$ cat src/rtl/mem_arbiter_if.sv
// Two-requester port bundle for mem_arbiter, plus the shared memory side.
// slave = arbiter view, master = requesters/memory view.
interface mem_arbiter_if #(
  parameter int WIDTH = 32,
  parameter int AW    = 32
);
  logic             req0, req1;
  logic             we0, we1;
  logic [AW-1:0]    addr0, addr1;
  logic [WIDTH-1:0] wdata0, wdata1;
  logic             gnt0, gnt1;
  logic             rvalid0, rvalid1;
  logic [WIDTH-1:0] rdata0, rdata1;
  logic [AW-1:0]    mem_addr;
  logic [WIDTH-1:0] mem_in;
  logic             mem_we;
  logic [WIDTH-1:0] mem_out;
  logic [31:0]      conflict_cnt;

  modport slave (
    input  req0, req1, we0, we1, addr0, addr1, wdata0, wdata1, mem_out,
    output gnt0, gnt1, rvalid0, rvalid1, rdata0, rdata1,
           mem_addr, mem_in, mem_we, conflict_cnt
  );

  modport master (
    output req0, req1, we0, we1, addr0, addr1, wdata0, wdata1, mem_out,
    input  gnt0, gnt1, rvalid0, rvalid1, rdata0, rdata1,
           mem_addr, mem_in, mem_we, conflict_cnt
  );
endinterface

$ cat src/rtl/mem_arbiter.sv
// Two-port arbiter onto a single-port synchronous memory: port 0 has priority,
// port 1 gets one forced grant after STARVE_LIMIT consecutive denials.
module mem_arbiter #(
  parameter int WIDTH        = 32,
  parameter int AW           = 32,
  parameter int STARVE_LIMIT = 4
) (
  input  logic          clk,
  input  logic          rst,
  mem_arbiter_if.slave  bus
);
  typedef enum logic {NORMAL, FORCED} state_t;

  localparam logic [3:0] LIM = 4'(STARVE_LIMIT);

  state_t           state;
  logic [3:0]       starve;
  logic             rpend, rsel;
  logic [31:0]      conf_q;
  logic             gnt0, gnt1;
  logic [AW-1:0]    sel_addr;
  logic [WIDTH-1:0] sel_wdata;

  // Grants are combinational so a request is served in its own cycle.
  always_comb begin
    gnt0 = 1'b0;
    gnt1 = 1'b0;
    if (rst) begin
      if (state == FORCED) begin
        gnt1 = bus.req1;
      end else begin
        gnt0 = bus.req0;
        gnt1 = bus.req1 & ~bus.req0;
      end
    end
  end

  assign sel_addr  = gnt1 ? bus.addr1  : bus.addr0;
  assign sel_wdata = gnt1 ? bus.wdata1 : bus.wdata0;

  assign bus.gnt0     = gnt0;
  assign bus.gnt1     = gnt1;
  assign bus.mem_addr = sel_addr;
  assign bus.mem_in   = sel_wdata;
  assign bus.mem_we   = (gnt0 & bus.we0) | (gnt1 & bus.we1);

  assign bus.rvalid0      = rpend & ~rsel;
  assign bus.rvalid1      = rpend &  rsel;
  assign bus.rdata0       = bus.mem_out;
  assign bus.rdata1       = bus.mem_out;
  assign bus.conflict_cnt = conf_q;

  // FORCED lasts exactly one cycle: either port 1 is granted or it has dropped.
  always_ff @(posedge clk or negedge rst) begin
    if (!rst) begin
      state  <= NORMAL;
      starve <= '0;
    end else begin
      case (state)
        NORMAL: begin
          if (bus.req1 & ~gnt1) begin
            starve <= starve + 4'd1;
            if (starve + 4'd1 >= LIM) state <= FORCED;
          end else begin
            starve <= '0;
          end
        end
        FORCED: begin
          starve <= '0;
          state  <= NORMAL;
        end
        default: begin
          starve <= '0;
          state  <= NORMAL;
        end
      endcase
    end
  end

  always_ff @(posedge clk or negedge rst) begin
    if (!rst) begin
      rpend  <= 1'b0;
      rsel   <= 1'b0;
      conf_q <= '0;
    end else begin
      rpend <= (gnt0 & ~bus.we0) | (gnt1 & ~bus.we1);
      rsel  <= gnt1;
      if (bus.req0 & bus.req1 & (conf_q != 32'hFFFF_FFFF)) conf_q <= conf_q + 32'd1;
    end
  end
endmodule

$ cat src/flat_wrapper.sv
// flat-port wrapper written by rule: the top's interface ports become plain ports
module mem_arbiter_flat 
#(
  parameter int WIDTH        = 32,
  parameter int AW           = 32,
  parameter int STARVE_LIMIT = 4
)
  (clk, rst, bus_req0, bus_req1, bus_we0, bus_we1, bus_addr0, bus_addr1, bus_wdata0, bus_wdata1, bus_mem_out, bus_gnt0, bus_gnt1, bus_rvalid0, bus_rvalid1, bus_rdata0, bus_rdata1, bus_mem_addr, bus_mem_in, bus_mem_we, bus_conflict_cnt);
  mem_arbiter_if #(.WIDTH(WIDTH), .AW(AW)) bus_i ();
  input  logic clk;
  input  logic rst;
  input wire logic [$bits(bus_i.req0)-1:0] bus_req0;
  input wire logic [$bits(bus_i.req1)-1:0] bus_req1;
  input wire logic [$bits(bus_i.we0)-1:0] bus_we0;
  input wire logic [$bits(bus_i.we1)-1:0] bus_we1;
  input wire logic [$bits(bus_i.addr0)-1:0] bus_addr0;
  input wire logic [$bits(bus_i.addr1)-1:0] bus_addr1;
  input wire logic [$bits(bus_i.wdata0)-1:0] bus_wdata0;
  input wire logic [$bits(bus_i.wdata1)-1:0] bus_wdata1;
  input wire logic [$bits(bus_i.mem_out)-1:0] bus_mem_out;
  output wire logic [$bits(bus_i.gnt0)-1:0] bus_gnt0;
  output wire logic [$bits(bus_i.gnt1)-1:0] bus_gnt1;
  output wire logic [$bits(bus_i.rvalid0)-1:0] bus_rvalid0;
  output wire logic [$bits(bus_i.rvalid1)-1:0] bus_rvalid1;
  output wire logic [$bits(bus_i.rdata0)-1:0] bus_rdata0;
  output wire logic [$bits(bus_i.rdata1)-1:0] bus_rdata1;
  output wire logic [$bits(bus_i.mem_addr)-1:0] bus_mem_addr;
  output wire logic [$bits(bus_i.mem_in)-1:0] bus_mem_in;
  output wire logic [$bits(bus_i.mem_we)-1:0] bus_mem_we;
  output wire logic [$bits(bus_i.conflict_cnt)-1:0] bus_conflict_cnt;
  assign bus_i.req0 = bus_req0;
  assign bus_i.req1 = bus_req1;
  assign bus_i.we0 = bus_we0;
  assign bus_i.we1 = bus_we1;
  assign bus_i.addr0 = bus_addr0;
  assign bus_i.addr1 = bus_addr1;
  assign bus_i.wdata0 = bus_wdata0;
  assign bus_i.wdata1 = bus_wdata1;
  assign bus_i.mem_out = bus_mem_out;
  assign bus_gnt0 = bus_i.gnt0;
  assign bus_gnt1 = bus_i.gnt1;
  assign bus_rvalid0 = bus_i.rvalid0;
  assign bus_rvalid1 = bus_i.rvalid1;
  assign bus_rdata0 = bus_i.rdata0;
  assign bus_rdata1 = bus_i.rdata1;
  assign bus_mem_addr = bus_i.mem_addr;
  assign bus_mem_in = bus_i.mem_in;
  assign bus_mem_we = bus_i.mem_we;
  assign bus_conflict_cnt = bus_i.conflict_cnt;
  mem_arbiter #(.WIDTH(WIDTH), .AW(AW), .STARVE_LIMIT(STARVE_LIMIT)) u_core (.clk(clk), .rst(rst), .bus(bus_i));
endmodule
$ cat config.mk
export PLATFORM = sky130hd
export DESIGN_NAME = mem_arbiter_flat
export DESIGN_NICKNAME = d
export VERILOG_FILES = /design/src/rtl/mem_arbiter_if.sv /design/src/rtl/mem_arbiter.sv /design/src/flat_wrapper.sv
export SDC_FILE = /design/constraint.sdc
export NUM_CORES = 1
export LEC_CHECK = 0
export BUFFER_PORTS_ARGS = -buffer_cell sky130_fd_sc_hd__clkbuf_2
export CAP_MARGIN = 20
export CORE_AREA = 3 3 127 129
export CTS_BUF_LIST = sky130_fd_sc_hd__clkbuf_2
export CTS_CLUSTER_SIZE = 20
export DETAILED_ROUTE_END_ITERATION = 6
export DIE_AREA = 0 0 130 132
export GPL_TIMING_DRIVEN = 1
export PLACE_DENSITY_LB_ADDON = 0.25
export SETUP_SLACK_MARGIN = 0.1
export SLEW_MARGIN = 20
export SYNTH_ARGS = -nofsm -noshare
export SYNTH_HDL_FRONTEND = slang
export SYNTH_SLANG_ARGS = --single-unit
export TNS_END_PERCENT = 1
$ cat constraint.sdc
create_clock -name clk -period 1.9 [get_ports clk]
set_input_delay 0.38 -clock clk [delete_from_list [all_inputs] [get_ports clk]]
set_output_delay 0.38 -clock clk [all_outputs]
set_load 0.01 [all_outputs]
* Yosys cells after proc, flatten, opt, wreduce, memory -nomap -nowiden
Cells that the tools add are included.
** Storage, ports and cells
- Word-level logic and storage cells :: 38
- Output and inout bits :: 165
- Flip-flop bits (word level) :: 39
- Input bits :: 166
** Cells by class
- Magnitude comparators :: 1
- Bitwise operators :: 18
- Add/sub/neg operators :: 2
- Equality and inequality tests :: 1
- Muxes and demuxes :: 11
** Operators by type and width (count)
- 32-bit 2-to-1 mux :: 2
- 32-bit by 1-bit adder with 32-bit output, second input constant :: 1
- 32-bit != test, second input constant :: 1
- 1-bit bitwise AND :: 10
- 4-bit case mux with 2 select lines :: 1
- 1-bit 2-to-1 mux :: 6
- 1-bit NOT :: 6
- 4-bit by 1-bit adder with 4-bit output, second input constant :: 1
- 4-bit by 3-bit >= comparator with 1-bit output, second input constant :: 1
- 4-bit 2-to-1 mux :: 1
- 1-bit bitwise OR :: 2
- 1-bit case mux with 2 select lines :: 1

* Depth between registers and ports, before layout
Gate-level depths: netlist (run 1).
- Depth in word-level cells :: 8
- Mapped depth :: 7
- Depth with buffers taken out :: 6

* Worst setup path before layout (run 1)
OpenSTA, ideal clock, no wires.
- Kind :: flip-flop to flip-flop
- From :: register u_core.conf_q[0], in the netlist u_core.bus.conflict_cnt[0]
- To :: register u_core.conf_q[1], in the netlist u_core.bus.conflict_cnt[1]
- Buffers on the path :: 1
- Library setup time :: 0.125 ns
- Slack :: -0.247 ns
- Arrival :: 2.022 ns
- Stages on the path, launching flop included :: 8
- Data required time :: 1.775 ns
- Period minus slack after synthesis :: 2.147 ns
- Cell sequence :: dfrtp_1 -> ha_1 -> nand3_1 -> or4_1 -> buf_2 -> nor3_4 -> nor2_2 -> mux2_4
** Between the ends
- Word-level cells in the longest chain between the ends :: 2
- Elaborated cells between the ends (all ways) :: 3
- Classes of those cells :: add/sub: 1; eq/ne: 1; bitwise: 1
** Ends and longest elaborated chain
- from (decl) :: line mem_arbiter.sv:19 : logic [31:0] conf_q;
- from (signal assigned) :: line mem_arbiter.sv:88 : if (bus.req0 & bus.req1 & (conf_q != 32'hFFFF_FFFF)) conf_q <= conf_q + 32'd1;
- branches (longest 2 deep; another with 32-bit by 1-bit adder with 32-bit output)
Several ways; the timed one is not identified.
A chain may end at the register's enable or synchronous reset.

* Final worst setup path (run 1)
- From :: register u_core.state
- To :: output bus_mem_addr[8]
** Between the ends
- Word-level cells in the longest chain between the ends :: 3
** Ends and longest elaborated chain
- from (decl) :: line mem_arbiter.sv:16 : state_t state;
- from (signal assigned) :: line mem_arbiter.sv:56 : state <= NORMAL;
- from (signal assigned) :: line mem_arbiter.sv:63 : if (starve + 4'd1 >= LIM) state <= FORCED;
- from (signal assigned) :: line mem_arbiter.sv:70 : state <= NORMAL;
- 1-bit 2-to-1 mux :: line mem_arbiter.sv:29 : if (state == FORCED) begin
- 1-bit 2-to-1 mux :: line mem_arbiter.sv:28 : if (rst) begin
- 32-bit 2-to-1 mux :: line mem_arbiter.sv:38 : assign sel_addr = gnt1 ? bus.addr1 : bus.addr0;
- to (decl) :: line flat_wrapper.sv:27 : output wire logic [$bits(bus_i.mem_addr)-1:0] bus_mem_addr;
Every way passes these cells.

==> results of run 1 <==
## logic make-up (layout without fill, tap and decap cells)
group,after synthesis,after routing,synth area share
buffers and inverters,76,305,0.1693
AOI/OAI and AO/OA,14,14,0.03862
DFF,39,39,0.3138
and+or+nand+nor,86,86,0.1492
xor gates and xnor gates,30,30,0.08447
muxes,65,65,0.2365
adders and majority gates,2,2,0.008044
## metrics by stage
step                hold WS [ps]  cells  setup TNS (ps)  area, um2  setup slack (ps)
floorplan                  84.41    312           -1820       3131            -124.3
global placement           470.4    716          -155.7       4452            -49.95
detailed placement         487.0    716          -304.2       4452            -60.06
CTS                        119.3    729          -21300       4758            -372.9
global route               109.7    729          -25560       4826            -430.3
finish                     138.4    729          -19030       4826            -341.2
## where the power goes
group | switching (mW) | internal, mW
Clock | 0.318 | 0.0942
Sequential | 0.0790 | 0.907
Combinational | 0.436 | 0.532
Total | 0.832 | 1.53
## routing by layer
metal | GRT usage | wire length (um) | vias to the layer above
met2 | 0.2052 | 5264 | 148
met1 | 0.1779 | 5301 | 1496
met5 | 0 | 0 | -
met3 | 0.03768 | 985 | 30
met4 | 0.02598 | 175 | 0
li1 | - | - | 1485
## timing repair
item | 4_1_cts | 5_1_grt
setup endpoints to repair | 93 | 90
buffers inserted | 3 | 0
gates resized for setup | 47 | 16
cloned | 2 | 0
pin swaps | 13 | 16
## worst max-delay path by stage
stage | slack (ps) | to
floorplan | -120 | u_core.bus.conflict_cnt[1]$_DFFE_PN0P_
global placement | -50 | u_core.bus.conflict_cnt[29]$_DFFE_PN0P_
detailed placement | -60 | u_core.bus.conflict_cnt[29]$_DFFE_PN0P_
CTS | -370 | bus_mem_addr[8]
global route | -430 | bus_mem_in[9]
finish | -340 | bus_mem_addr[8]
## synthesized netlist by cell type
master | number | share of area
xnor2_1 | 14 | 0.039
nor3b_1 | 1 | 0.0024
nand2b_1 | 1 | 0.0020
ha_1 | 2 | 0.0080
and3_1 | 7 | 0.014
a21oi_1 | 4 | 0.0064
nor3_4 | 1 | 0.0052
dfrtp_1 | 39 | 0.31
a22o_1 | 1 | 0.0028
buf_1 | 7 | 0.0084
or3_1 | 2 | 0.0040
nor4b_1 | 2 | 0.0056
buf_4 | 64 | 0.15
nor2_2 | 1 | 0.0020
nor3_1 | 5 | 0.0080
a311oi_1 | 1 | 0.0028
nand2_1 | 13 | 0.016
mux2_2 | 64 | 0.23
xor2_1 | 16 | 0.045
o21ai_1 | 1 | 0.0016
or4_1 | 1 | 0.0024
o2111a_1 | 1 | 0.0036
o32ai_1 | 1 | 0.0028
o21a_1 | 2 | 0.0048
a31oi_1 | 1 | 0.0020
inv_1 | 4 | 0.0048
nor4_1 | 2 | 0.0040
and4_1 | 3 | 0.0084
nor2b_1 | 1 | 0.0020
buf_2 | 1 | 0.0016
a2111oi_4 | 1 | 0.0089
nor2_1 | 16 | 0.019
o2111ai_1 | 1 | 0.0028
nand4_1 | 8 | 0.016
mux2_4 | 1 | 0.0048
and2_1 | 4 | 0.0080
nand3_1 | 17 | 0.027
nand3b_1 | 1 | 0.0024
## flip-flops by register name, summed over array words and instances, names as in the netlist
signal                   count
u_core.bus.conflict_cnt     32
u_core.rpend                 1
u_core.state                 1
u_core.rsel                  1
u_core.starve                4
## layout make-up
class                   instances  area share
multi-input cells             197      0.3767
repair buffers                293      0.3583
flip-flops and latches         39      0.2030
well taps                     188     0.04874
clock buffers                   5    0.005185
clock inverters                 3    0.004926
inverters                       4    0.003111
==> results.py, run 1 <==
metrics = {
    "sta": {
        "clock_skew_ps": 33.42,
        "finalMaxSlewViolations": 0,
        "finalSetupViolCount": 66,
        "finalCriticalPeriod_ps": 2241,
        "timing.final.crit_share": 1.180,
        "slew_headroom": 0.6619,
        "final_hold_viol_count": 0,
        "rsz0062_at_grt": "true",
        "worstMarginPinSlew_ps": 507.1,
        "max_freq_mhz": 446.2,
        "setup_slack_ps": -341.2,
    },
    "power_and_ir_drop": {
        "total_power_mw": 2.365,
        "vdd_drop_max_mv": 0.3019,
        "total_leakage_power_nw": 2.643,
        "power_density_mw_per_mm2": 490.1,
    },
    "floorplanning": {
        "die_x_um": 130,
        "die_y_um": 132,
        "die-area_mm2": 0.01716,
        "core_area_mm2": 0.01515,
        "ioPinCount": 331,
        "rows": 45,
        "start_util": 0.2054,
    },
    "hold_path": {
        "whs_path_depth": 2,
        "hold_path_end": "u_core.rpend$_DFF_PN0_",
        "min_from": "bus_we1",
        "hold_class": "input pin to flip-flop",
    },
    "route": {
        "routed_wl_um": 11730,
        "viasPerCell": 4.333,
        "vias": 3159,
        "drt_pass1_iterations": 6,
        "wl_per_cell_um": 16.09,
        "ant_nets": 0,
        "drtIter0Drc": 88,
        "drcViolationCount": 0,
    },
    "yosys": {
        "synthesis.nets": 480,
        "postSynthCellCount": 312,
        "synthesis.area_mm2": 0.003110,
        "yosys_warnings": 0,
        "synth_seq_cells": 39,
        "yosysUniqueCellTypes": 38,
        "syn_avg_cell_area_um2": 9.969,
        "ys_seq_area_frac": 0.3138,
    },
    "cts": {
        "cts_buffers": 5,
        "clockBufferDepth": 2,
        "insertion_delay_ps": 410,
        "cts.sinks": 39,
        "clk_pin_slew_ps": 230,
        "htree_levels": 2,
        "cts_hold_buf": 0,
        "clockRootBuffer": "clkbuf_2",
        "cts_tree": "yes",
    },
    "flow_run": {
        "max_cap_viol_count": 0,
    },
    "worst_setup_path": {
        "cp_max_fo": 7,
        "cp_num_cells": 6,
        "cp_data_arrival_time_ps": 1860,
        "critPathSlowestCell": "dfrtp_1",
        "cp_num_buf_inv": 3,
        "cp-startpoint": "u_core.state$_DFF_PN0_",
        "reg2reg_depth": 5,
        "path_cells": "nand2b_4 > nand3_4 > buf_6 > buf_12 > mux2_4 > buf_6",
        "r2r_slack_ps": 60,
        "r2r-end": "u_core.bus.conflict_cnt[1]$_DFFE_PN0P_",
        "slowest_delay_ps": 430,
        "crit_path_start_kind": "flip-flop",
        "path_common_cell": "buf_6",
        "required_ps": 1520,
        "critPathTopFamily": "buffers and inverters",
        "crit_type": "flip-flop to output pin",
        "timing.rr.start": "u_core.bus.conflict_cnt[27]$_DFFE_PN0P_",
        "end_kind": "output pin",
    },
    "outcome": {
        "violations": "negative setup slack",
        "status": "finished, violations left",
    },
    "place": {
        "gp_congestion": 0.8520,
        "dp_hpwl_um": 9896,
        "numPortBuffers": 234,
    },
    "grt": {
        "grt-ovfl-total": 0,
        "grt_use_total": 0.1303,
        "grt_pass1_wl_um": 17700,
        "grt_max_degree": 40,
        "antenna_found_initial": 0,
        "grt_pass1_vias": 3319,
    },
    "layout": {
        "syn2layout_area_growth_pct": 55.15,
        "multi_input_area_mm2": 0.001818,
        "num-fill-cells": 1579,
        "num_antenna_cells": 0,
        "seq_area_um2": 979.7,
        "nets": 708,
        "drive_gt1_frac": 0.7246,
        "final_cell_mix": "clkbuf_2 (235), buf_4 (49), mux2_2 (42)",
        "final_common_cell": "clkbuf_2",
        "fin_util": 0.3186,
    },
}
(Power assumes the default switching activity.)
==> run 2, diff against run 1 <==
clock period = 2 ns   (was 1.9 ns; I/O delays follow)
==> results.py, run 2 (synthesis gave the netlist of run 1 again) <==
metrics = {
    "cts": {
        "cts_buffers": 5,
        "htree_levels": 2,
        "clockBufferDepth": 2,
        "cts_tree": "yes",
        "cts.sinks": 39,
        "clockRootBuffer": "clkbuf_2",
        "insertion_delay_ps": 420,
        "cts_hold_buf": 0,
        "clk_pin_slew_ps": 220,
    },
    "worst_setup_path": {
        "crit_path_start_kind": "flip-flop",
        "reg2reg_depth": 6,
        "cp_max_fo": 6,
        "end_kind": "output pin",
        "required_ps": 1600,
        "crit_type": "flip-flop to output pin",
        "r2r_slack_ps": 100,
        "cp_data_arrival_time_ps": 1830,
    },
    "hold_path": {
        "whs_path_depth": 2,
        "hold_class": "input pin to flip-flop",
    },
    "place": {
        "numPortBuffers": 234,
        "place_inst": 707,
        "gp_congestion": 0.8606,
        "dp_hpwl_um": 9906,
    },
    "route": {
        "wl_per_cell_um": 16.62,
        "ant_nets": 0,
        "drt_pass1_iterations": 4,
        "drtIter0Drc": 94,
        "routed_wl_um": 11930,
        "drcViolationCount": 0,
        "vias": 3052,
        "viasPerCell": 4.251,
    },
    "sta": {
        "max_freq_mhz": 448.5,
        "clock_skew_ps": 26.64,
        "finalCriticalPeriod_ps": 2230,
        "slew_headroom": 0.6506,
        "rsz0062_at_grt": "true",
        "finalMaxSlewViolations": 0,
        "timing.final.crit_share": 1.115,
        "final_hold_viol_count": 0,
        "setup_slack_ps": -229.7,
        "fin_setup_tns_ps": -12290,
        "finalSetupViolCount": 66,
        "worstMarginPinSlew_ps": 524.1,
    },
    "floorplanning": {
        "start_util": 0.2054,
        "die-area_mm2": 0.01716,
        "die_x_um": 130,
        "core_area_mm2": 0.01515,
        "ioPinCount": 331,
        "rows": 45,
        "die_y_um": 132,
    },
    "grt": {
        "grt_use_total": 0.1313,
        "antenna_found_initial": 0,
        "grt_pass1_vias": 3274,
        "grt_pass1_wl_um": 17780,
        "grt_max_degree": 40,
        "grt-ovfl-total": 0,
    },
    "layout": {
        "final_common_cell": "clkbuf_2",
        "syn2layout_area_growth_pct": 51.65,
        "drive_gt1_frac": 0.7283,
        "nets": 697,
        "final_cell_count_no_fill": 718,
        "final_cell_mix": "clkbuf_2 (236), mux2_2 (48), buf_4 (36)",
        "num_antenna_cells": 0,
        "largest_reg_flops": 32,
    },
    "outcome": {
        "violations": "negative setup slack",
        "status": "finished, violations left",
    },
    "power_and_ir_drop": {
        "total_leakage_power_nw": 2.540,
        "power_density_mw_per_mm2": 473.2,
        "vdd_drop_max_mv": 0.2404,
    },
    "flow_run": {
        "max_cap_viol_count": 0,
    },
}
run 2: worst max-delay path, cell delays in order (launching register included):
cell and delay, ps:
dfrtp_1 390, nand2b_4 160, nand3_4 190, buf_8 220, mux2_4 330, buf_8 140
run 2: timing repair:
item,in CTS,in global routing
pin swaps,1,18
gates cloned,2,0
setup endpoints to repair,87,88
gates resized for setup,25,39
endpoints found under the hold margin,0,0
setup buffers,1,0
run 2: report_power, final:
part | internal, mW | total (mW) | switching, mW
Combinational | 0.485 | 0.905 | 0.420
Clock | 0.0828 | 0.384 | 0.301
Sequential | 0.861 | 0.943 | 0.0819
Total | 1.43 | 2.23 | 0.803
run 2: per-layer routing:
layer / routed length (um) / part of all wire / track usage / vias up
met2: 5261 / 0.44 / 0.1968 / 131
met5: 0 / 0 / 0 / -
met3: 957 / 0.080 / 0.03728 / 29
met1: 5524 / 0.46 / 0.1864 / 1421
li1: - / - / - / 1471
met4: 189 / 0.016 / 0.03118 / 0
run 2: cell type report:
class	count	area (um2)
Sequential cell	39	982.2
Fill cell	1600	10430
Timing Repair Buffer	281	1610
Clock buffer	5	25.02
Multi-Input combinational cell	198	1829
Tap cell	188	235.2
Clock inverter	3	20.02
Inverter	4	15.01
run 2: path summary, 6_finish.rpt:
check | start | to
setup / recovery | u_core.state$_DFF_PN0_ | bus_mem_in[2]
hold / removal | bus_we1 | u_core.rpend$_DFF_PN0_
setup reg to reg | u_core.bus.conflict_cnt[30]$_DFFE_PN0P_ | u_core.bus.conflict_cnt[5]$_DFFE_PN0P_
hold reg to reg | u_core.starve[0]$_DFF_PN0_ | u_core.starve[0]$_DFF_PN0_
max in group asynchronous | rst | u_core.bus.conflict_cnt[3]$_DFFE_PN0P_
min in group asynchronous | rst | u_core.bus.conflict_cnt[21]$_DFFE_PN0P_
run 2: through the flow:
step	utilization	cell area (um2)	power (mW)	hold WS [ps]	setup WS, ps
global placement	0.2895	4384	1.768	470.8	-57.28
finish	0.3114	4717	2.232	165.4	-229.7
detailed placement	0.2895	4384	1.780	500.4	-38.71
CTS	0.3013	4563	2.210	135.4	-282.3
floorplan	-	3131	1.432	104.4	-24.29
global route	0.3114	4717	2.370	127.6	-336.3
